### config.mk
export PLATFORM = sky130hd
export DESIGN_NAME = bcd_display_scanner
export DESIGN_NICKNAME = d
export VERILOG_FILES = /design/src/rtl/bcd_display_scanner.sv
export SDC_FILE = /design/constraint.sdc
export NUM_CORES = 1
export LEC_CHECK = 0
export ABC_AREA = 1
export BUFFER_PORTS_ARGS = -buffer_cell sky130_fd_sc_hd__buf_4
export CORE_ASPECT_RATIO = 0.7
export CORE_MARGIN = 2
export CORE_UTILIZATION = 40
export CTS_CLUSTER_DIAMETER = 200
export DETAILED_ROUTE_END_ITERATION = 10
export PLACE_DENSITY = 0.58
export SLEW_MARGIN = 20
export SYNTH_ARGS = -nofsm -noshare
export SYNTH_HDL_FRONTEND = slang
export SYNTH_SLANG_ARGS = --single-unit
### constraint.sdc
create_clock -name clk -period 2.55 [get_ports clk]
set_clock_uncertainty 0.05 [all_clocks]
set_input_delay 0.3825 -clock clk [delete_from_list [all_inputs] [get_ports clk]]
set_output_delay 0.3825 -clock clk [all_outputs]
set_load 0.005 [all_outputs]
### src/rtl/bcd_display_scanner.sv
// BCD display scanner: latches packed BCD digits on load and multiplexes
// them onto a common-anode 7-segment display with registered outputs.
module bcd_display_scanner #(
  parameter int NUM_DIGITS    = 4,
  parameter int REFRESH_DIV   = 50000,
  parameter int BLANK_LEADING = 1
) (
  input  logic                    clk,
  input  logic                    reset,
  input  logic                    load,
  input  logic                    clear,
  input  logic [4*NUM_DIGITS-1:0] bcd_in,
  input  logic [NUM_DIGITS-1:0]   dp_in,
  output logic [6:0]              seg,
  output logic                    dp,
  output logic [NUM_DIGITS-1:0]   an
);

  localparam int IW = (NUM_DIGITS > 1) ? $clog2(NUM_DIGITS) : 1;
  localparam int PW = $clog2(REFRESH_DIV);

  logic [PW-1:0]           presc_q, presc_d;
  logic [IW-1:0]           idx_q, idx_d;
  logic [4*NUM_DIGITS-1:0] dig_q, dig_d;
  logic [NUM_DIGITS-1:0]   dpl_q, dpl_d;
  logic                    valid_q, valid_d;
  logic [NUM_DIGITS-1:0]   an_q, an_d;
  logic [6:0]              seg_q, seg_d;
  logic                    dp_q, dp_d;

  logic       zero_above;
  logic [3:0] cur_dig;
  logic       cur_blank;
  logic       cur_dp;

  function automatic logic [6:0] decode(input logic [3:0] d);
    logic [6:0] s;
    unique case (d)
      4'd0:    s = 7'b1000000;
      4'd1:    s = 7'b1111001;
      4'd2:    s = 7'b0100100;
      4'd3:    s = 7'b0110000;
      4'd4:    s = 7'b0011001;
      4'd5:    s = 7'b0010010;
      4'd6:    s = 7'b0000010;
      4'd7:    s = 7'b1111000;
      4'd8:    s = 7'b0000000;
      4'd9:    s = 7'b0010000;
      default: s = 7'b0111111;
    endcase
    return s;
  endfunction

  always_comb begin
    presc_d = presc_q + 1'b1;
    idx_d   = idx_q;
    if (presc_q == PW'(REFRESH_DIV - 1)) begin
      presc_d = '0;
      if (idx_q == IW'(NUM_DIGITS - 1)) begin
        idx_d = '0;
      end else begin
        idx_d = idx_q + 1'b1;
      end
    end
  end

  always_comb begin
    dig_d   = dig_q;
    dpl_d   = dpl_q;
    valid_d = valid_q;
    if (clear) begin
      dig_d   = '0;
      dpl_d   = '0;
      valid_d = 1'b0;
    end else if (load) begin
      dig_d   = bcd_in;
      dpl_d   = dp_in;
      valid_d = 1'b1;
    end
  end

  // Walk from the top digit down so zero_above covers digit i and all above.
  always_comb begin
    zero_above = 1'b1;
    cur_dig    = '0;
    cur_blank  = 1'b0;
    cur_dp     = 1'b0;
    for (int i = NUM_DIGITS - 1; i >= 0; i--) begin
      zero_above = zero_above & (dig_q[4*i +: 4] == 4'd0);
      if (idx_q == IW'(i)) begin
        cur_dig   = dig_q[4*i +: 4];
        cur_blank = (BLANK_LEADING != 0) && (i > 0) && zero_above;
        cur_dp    = dpl_q[i];
      end
    end
  end

  always_comb begin
    an_d  = '1;
    seg_d = 7'b1111111;
    dp_d  = 1'b1;
    if (valid_q) begin
      an_d  = ~(NUM_DIGITS'(1) << idx_q);
      seg_d = cur_blank ? 7'b1111111 : decode(cur_dig);
      dp_d  = ~cur_dp;
    end
  end

  always_ff @(posedge clk) begin
    if (reset) begin
      presc_q <= '0;
      idx_q   <= '0;
      dig_q   <= '0;
      dpl_q   <= '0;
      valid_q <= 1'b0;
      an_q    <= '1;
      seg_q   <= 7'b1111111;
      dp_q    <= 1'b1;
    end else begin
      presc_q <= presc_d;
      idx_q   <= idx_d;
      dig_q   <= dig_d;
      dpl_q   <= dpl_d;
      valid_q <= valid_d;
      an_q    <= an_d;
      seg_q   <= seg_d;
      dp_q    <= dp_d;
    end
  end

  assign an  = an_q;
  assign seg = seg_q;
  assign dp  = dp_q;

endmodule

==> results by group, run 1 <==
Run status
  • Outcome: finished, final reports clean

Synthesis
  • Mean Syn Cell Area: 7.37 um2
  • Largest area contributor in the netlist: dfxtp_1
  • Synth Warn #: 0
  • Post-synth EDFFs: 0
  • Ys async rst share: 0%
  • #FFs+latches synth: around 50
  • Cell Area, Synth: 0.00235 mm2
  • Top-count cell post-synth: nand2_1
  • Mapped Cells: 319
  • Post-synth top cells: nand2_1, dfxtp_1, nor2_1, a21oi_1, inv_1
  • Synth unique cells: 35
  • Seq/Total Area, Yosys: 43.5%
  • Post-Syn Nets: 349
  • Share of the synthesized area in the top cell type: 43.5%
  • Most used flip-flop cell after synthesis: dfxtp_1
  • Synth area leaders: dfxtp_1, nand2_1, a21oi_1, nor2_1, nand3_1

Setup path
  • Crit. End Element: flip-flop
  • Crit path max fanout: 9
  • Reg2reg setup slack: between 0.5 and 0.6 ns
  • Crit-path max cell delay: slightly below 0.4 ns
  • Crit start category: flip-flop
  • Data arrival, critical path: 2.12 ns
  • Critical path class: reg2reg
  • Critical path, cell by cell: inv_1 -> ha_1 -> inv_2 -> nand2_1 -> nand3_1 -> nand3_1 -> nand2_2 -> inv_1 -> ha_1 -> nand2_1 -> nand3_1 -> nand2_1
  • Required @ worst endpoint: roughly 2.7 ns
  • Critical-path top delay cell: dfxtp_1

Timing
  • Setup tns final: 0 ns
  • RSZ-0062 raised after global routing: no
  • Post-route clock period utilization: between 70% and 80%
  • Final setup fails: 0
  • Slew at the pin closest to its max-slew limit: 0.408 ns
  • Worst slew margin: between 70 and 80%
  • Fmax: 504 MHz
  • Tmin final: 1.98 ns
  • Final Max Slew Viols: 0
  • Hold Vio Cnt, Final: 0

Floorplanning
  • Die height: 68.1 um
  • Row count: 23
  • Die Wd: 95.6 um
  • Core area: 0.00570 mm2
  • Die area: 0.00651 mm2
  • Starting Density: 41.2%
  • I/O pin count: 36

Route
  • Avg WL per Cell: 11.8 um
  • Via count: 2,086
  • Routed Antenna Nets: 0
  • DR iter-0 viols: about 130
  • First-pass DRT Iterations: 4
  • Via density: 4.85
  • DRT Wirelength: 5070 um
  • # DRC: 0

Layout
  • FF/Latch Area: 0.00102 mm2
  • Layout Cells excl Fill: 430
  • Nets@finish: 384
  • Post-route cell area: 0.00275 mm2
  • Share of cells above drive strength 1: 19.4%
  • Fillers: 611
  • Area of the multi-input gates: 0.00115 mm2
  • Diodes inserted: 0
  • Area Growth Syn to Fin: 17.1%

Placement
  • Post-DP Area: about 0.0027 mm2
  • Port bufs: 35
  • Hpwl dp: 3810 um
  • Placed Cells: 422
  • GPL Wtd Cong: 0.944

Global routing
  • Pin count of the biggest net entering global routing: 22
  • Vias in the first global route: between 1,500 and 2,000
  • Gr usage total: between 10% and 20%
  • First-pass GRT wire length: approximately 8400 um
  • Global route total overflow: 0
  • Initial antenna violation count: 0

Clock network
  • CTS sink count: 51
  • Clk_lat worst skew: 0.30 ns
  • Total clock buffers created by CTS: 5
  • H-tree depth: 2
  • CTS tree: yes
  • CTS resizes: 0
  • Post-CTS setup buffer count: 0
  • Post-CTS Hold Buffers: 0
  • Clock Tree Buf Depth: 2
  • Clock transition at path regs: 0.08 ns
  • CTS root buf: clkbuf_8

Pwr
  • Sw frac: a little under a quarter
  • Leak pwr: 1.08 nW
  • Pwr Density: approximately 500 mW/mm2
  • Switching power total: 328 uW
  • Pint: 1.06 mW
  • Seq pwr share: 59.6%
  • Combinational group share of total power: between 7 and 8%
  • Maximum vdd ir drop: 0.235 mV
  • Clock Power Share: between 30% and 40%

Min path
  • Worst Hold Class: in2reg

Job
  • Max cap viols: 0
==> cell usage in the layout, fill, tap and decap left out, types with 6 or more instances in the layout <==
cell,Yosys,layout
buf_4,0,37
inv_2,6,6
ha_1,6,6
nand3_1,23,23
nand2_1,88,88
a21oi_1,29,29
dfxtp_1,51,51
inv_1,25,25
nor2_1,31,31
==> per-layer routing <==
layer	vias to the layer above	routed length, um	global-route usage, %
li1	1095	-	-
met1	924	2890	25.8
met2	63	1800	22.6
met3	4	325	4.52
met4	0	43	4.82
met5	-	0	0
==> sequential cells by signal (all words and copies together), names as in the netlist <==
name     flops
an           4
valid_q      1
dp           1
seg          7
dpl_q        4
dig_q       16
presc_q     16
idx_q        2
==> critical path: cells and delay by family, from the launching register on <==
family	cells	cell delay, ns
adder cells (fa/ha/maj)	2	0.60
AND/OR/NAND/NOR	7	0.54
flip-flops	1	0.39
buffers and inverters	3	0.30
==> layout make-up <==
cell class	count	share of cell area, %
inverters	32	4.37
repair buffers	37	10.1
well taps	75	3.41
multi-input cells	227	41.9
clock inverters	2	0.455
flip-flops and latches	51	37.1
clock buffers	6	2.64
==> power by group through the flow <==
stage | Clock, mW | Sequential (mW) | Combinational, mW
detailed placement | 0 | 0.845 | 0.108
global route | 0.490 | 0.829 | 0.122
global placement | 0 | 0.845 | 0.109
CTS | 0.468 | 0.826 | 0.109
finish | 0.453 | 0.826 | 0.108
floorplan | 0 | 0.842 | 0.0629
==> final timing paths <==
path              start         end  depth (start not counted)
max            idx_q[0]      seg[3]                         12
min               reset    idx_q[1]                          2
max reg2reg    idx_q[0]      seg[3]                         12
min reg2reg  presc_q[0]  presc_q[0]                          1
==> kinds of logic after synthesis <==
logic type / after synthesis / share of synthesized area [%]
AO/OA/AOI/OAI: 45 / 11.5
adder cells (fa/ha/maj): 6 / 3.19
buffers and inverters: 41 / 7.45
AND/OR/NAND/NOR: 171 / 32.5
XOR/XNOR: 5 / 1.86
flip-flops: 51 / 43.5
==> metrics by stage <==
stage	hold slack [ns]	setup WS, ns	power, mW	util (%)
after floorplan	0.367	0.769	0.905	-
after global placement	0.380	0.671	0.954	46.8
after detailed placement	0.395	0.608	0.953	46.8
after CTS	0.217	0.567	1.40	48.3
after global routing	0.224	0.366	1.44	48.3
final	0.227	0.565	1.39	48.3
Note: power is estimated with default switching activity, not from simulation.
==> inputs of run 2 (changes only) <==
--- a/config.mk
+++ b/config.mk
@@ -5,14 +5,14 @@
 export SDC_FILE = /design/constraint.sdc
 export NUM_CORES = 1
 export LEC_CHECK = 0
-export ABC_AREA = 1
+export ABC_AREA = 0
 export BUFFER_PORTS_ARGS = -buffer_cell sky130_fd_sc_hd__buf_4
 export CORE_ASPECT_RATIO = 0.7
 export CORE_MARGIN = 2
 export CORE_UTILIZATION = 40
 export CTS_CLUSTER_DIAMETER = 200
 export DETAILED_ROUTE_END_ITERATION = 10
-export PLACE_DENSITY = 0.58
+export PLACE_DENSITY = 0.6
 export SLEW_MARGIN = 20
 export SYNTH_ARGS = -nofsm -noshare
 export SYNTH_HDL_FRONTEND = slang
==> constraint.sdc (replaced) <==
create_clock -name clk -period 1.67 [get_ports clk]
set_clock_uncertainty 0.05 [all_clocks]
set_input_delay 0.2505 -clock clk [delete_from_list [all_inputs] [get_ports clk]]
set_output_delay 0.2505 -clock clk [all_outputs]
set_load 0.005 [all_outputs]
==> run 2 against run 1 <==
The flow now finishes with violations (negative setup slack). First-iteration DRC count decreased by 43%. Sequential power increased by 53%. Utilization increased by 7.8 points. Die area decreased by 4.2%. Combinational power increased by 69%. Maximum frequency increased by 3.8%. Final cell count decreased by 15%. Setup slack got worse by 0.81 ns. Total power increased by 63%. Design area increased by 8.8%. Clock power increased by 80%.
==> results by group, run 2 <==
Placement
  • Port bufs: 35 (unchanged)
  • Pre-CTS setup slack: -0.280 ns (was 0.608 ns)
  • GPL Wtd Cong: 0.814 (was 0.944)
  • Hpwl dp: 3670 um (was 3810 um)

Layout
  • Most frequent cells in the layout: buf_4, dfxtp_1, nor2_1 (was nand2_1, dfxtp_1, buf_4)
  • Share of cells above drive strength 1: 33.1% (was 19.4%)
  • Fillers: 509 (was 611)
  • Most common cell after layout, fill and taps aside: buf_4 (was nand2_1)
  • Nets@finish: 323 (was 384)
  • Utilization after layout: 56.0% (was 48.3%)
  • Diodes inserted: 0 (unchanged)
  • Area Growth Syn to Fin: 33.3% (was 17.1%)

Synthesis
  • Seq/Total Area, Yosys: 45.5% (was 43.5%)
  • Cell Area, Synth: 0.00225 mm2 (was 0.00235 mm2)
  • Ys async rst share: 0% (unchanged)
  • Post-synth EDFFs: 0 (unchanged)
  • Mapped Cells: 237 (was 319)
  • Top-count cell post-synth: dfxtp_1 (was nand2_1)
  • Share of the synthesized area in the top cell type: 45.5% (was 43.5%)
  • #FFs+latches synth: 51 (unchanged)
  • Post-synth top cells: dfxtp_1, nor2_1, mux2i_1, nand2_1, xor2_1 (was nand2_1, dfxtp_1, nor2_1, a21oi_1, inv_1)
  • Synth unique cells: 42 (was 35)
  • Post-Syn Nets: 267 (was 349)
  • Mean Syn Cell Area: 9.48 um2 (was 7.37 um2)
  • Synth Warn #: 0 (unchanged)
  • Largest area contributor in the netlist: dfxtp_1 (unchanged)
  • Synth area leaders: dfxtp_1, mux2i_1, nor2_1, xor2_1, ha_1 (was dfxtp_1, nand2_1, a21oi_1, nor2_1, nand3_1)
  • Most used flip-flop cell after synthesis: dfxtp_1 (unchanged)

Timing
  • Slew at the pin closest to its max-slew limit: 0.410 ns (was 0.408 ns)
  • Tmin final: 1.91 ns (was 1.98 ns)
  • Final WS setup: -0.241 ns (was 0.565 ns)
  • Final setup fails: 7 (was 0)
  • Worst slew margin: 72.3% (was 72.8%)
  • Post-route clock period utilization: 114% (was 77.8%)
  • RSZ-0062 raised after global routing: yes (was no)
  • Final Max Slew Viols: 0 (unchanged)
  • Hold Vio Cnt, Final: 0 (unchanged)
  • Fmax: 523 MHz (was 504 MHz)

Floorplanning
  • I/O pin count: 36 (unchanged)
  • Core area: 0.00534 mm2 (was 0.00570 mm2)
  • Die area: 0.00624 mm2 (was 0.00651 mm2)
  • Row count: 22 (was 23)
  • Die Wd: 93.6 um (was 95.6 um)
  • Die height: 66.7 um (was 68.1 um)
  • Starting Density: 42.1% (was 41.2%)

Route
  • First-pass DRT Iterations: 4 (unchanged)
  • Routed Antenna Nets: 0 (unchanged)
  • Via count: 1,857 (was 2,086)
  • DR iter-0 viols: 76 (was 134)
  • Avg WL per Cell: 14.0 um (was 11.8 um)
  • DRT Wirelength: 5110 um (was 5070 um)
  • Via density: 5.09 (was 4.85)
  • # DRC: 0 (unchanged)

Job
  • Max cap viols: 0 (unchanged)

Clock network
  • Clk_lat worst skew: 0.30 ns (about the same)
  • Clock Tree Buf Depth: 2 (unchanged)
  • H-tree depth: 2 (unchanged)
  • Post-CTS Hold Buffers: 0 (unchanged)
  • CTS sink count: 51 (unchanged)
  • CTS root buf: clkbuf_8 (unchanged)
  • CTS tree: yes (unchanged)
  • Clock transition at path regs: 0.08 ns (about the same)
  • Total clock buffers created by CTS: 5 (unchanged)

Setup path
  • Required @ worst endpoint: 1.85 ns (was 2.69 ns)
  • CP Buf/Inv Count: 1 (was 3)
  • Crit. End Element: flip-flop (unchanged)
  • Critical path, cell by cell: buf_12 -> ha_4 -> nor3b_4 -> a221o_1 -> or4_4 -> o2111ai_2 (was inv_1 -> ha_1 -> inv_2 -> nand2_1 -> nand3_1 -> nand3_1 -> nand2_2 -> inv_1 -> ha_1 -> nand2_1 -> nand3_1 -> nand2_1)
  • Critical path class: reg2reg (unchanged)
  • Critical-path top delay cell: or4_4 (was dfxtp_1)
  • Data arrival, critical path: 2.09 ns (was 2.12 ns)
  • Critical path's top delay family: simple AND/OR/NAND/NOR gates (was adder cells)
  • Crit-path max cell delay: 0.54 ns (was 0.39 ns)
  • Crit path max fanout: 8 (was 9)
  • Crit start category: flip-flop (unchanged)

Min path
  • Worst Hold Class: in2reg (unchanged)

Pwr
  • Pwr Density: 755 mW/mm2 (was 504 mW/mm2)
  • Seq pwr share: 55.8% (was 59.6%)
  • Sw frac: 21.2% (was 23.7%)
  • Total power: 2.26 mW (was 1.39 mW)
  • Leak pwr: 1.27 nW (was 1.08 nW)
  • Switching power total: 479 uW (was 328 uW)
  • Combinational group share of total power: 8.1% (was 7.8%)
  • Pint: 1.78 mW (was 1.06 mW)
  • Maximum vdd ir drop: 0.373 mV (was 0.235 mV)
  • Clock Power Share: 36.1% (was 32.6%)

Global routing
  • Pin count of the biggest net entering global routing: 22 (unchanged)
  • Gr usage total: 17.5% (was 16.8%)
  • Global route total overflow: 0 (unchanged)
  • First-pass GRT wire length: 8400 um (was 8380 um)
  • Initial antenna violation count: 0 (unchanged)
  • Vias in the first global route: 1,720 (was 1,805)

Run status
  • Violated checks: negative setup slack
  • Outcome: finished, violations left (was finished, final reports clean)
## run 2: cell type report
class	count	area (um2)	area share (%)
multi-input combinational	165	1220	40.9
sequential	51	1030	34.4
timing repair buffer	63	518	17.3
tap	72	90.1	3.01
clock buffer	6	72.6	2.42
clock inverter	1	30.0	1.00
inverter	7	28.8	0.962
## run 2: stage by stage
stage	std cells	hold slack, ns	TNS (ns)	instance area, um2
global placement	354	0.388	-1.21	2730
CTS	363	0.0847	-1.16	2930
finish	365	0.0980	-1.09	2990
detailed placement	354	0.400	-1.50	2730
floorplan	237	0.262	-0.928	2260
global route	365	0.0842	-1.69	2990
## run 2: power by group through the flow
| stage | Sequential [mW] | Combinational (mW) | Clock (mW) |
|---|---|---|---|
| after floorplan | 1.29 | 0.0946 | 0 |
| after global placement | 1.29 | 0.175 | 0 |
| after detailed placement | 1.29 | 0.176 | 0 |
| after CTS | 1.26 | 0.179 | 0.843 |
| after global routing | 1.27 | 0.200 | 0.903 |
| final | 1.26 | 0.183 | 0.815 |
## run 2: routing by layer
layer | up-vias | part of all wire (%) | GRT usage, %
met5 | - | 0 | 0
met4 | 0 | 1.2 | 4.89
met3 | 8 | 6.5 | 4.30
met2 | 49 | 39 | 24.6
met1 | 863 | 53 | 26.4
li1 | 937 | - | -
## run 2: logic make-up after synthesis
family	count (synthesis)	share of synthesized area (%)
adders and majority gates	6	3.34
xor gates and xnor gates	12	4.68
DFF	51	45.5
buffers and inverters	21	4.90
and+or+nand+nor	96	22.6
muxes	23	10.3
AOI/OAI and AO/OA	28	8.80
## run 2: repair_timing
action / CTS / global route
buffers inserted: 2 / 2
gates resized for setup: 15 / 16
setup endpoints to repair: 7 / 8
pin swaps: 5 / 7
## run 2: final timing paths
kind	from	endpoint	slack, ns	cells after the start
max	idx_q[0]	seg[3]	-0.24	6
min	reset	idx_q[0]	0.1	2
max reg2reg	idx_q[0]	seg[3]	-0.24	6
min reg2reg	valid_q	valid_q	0.41	2
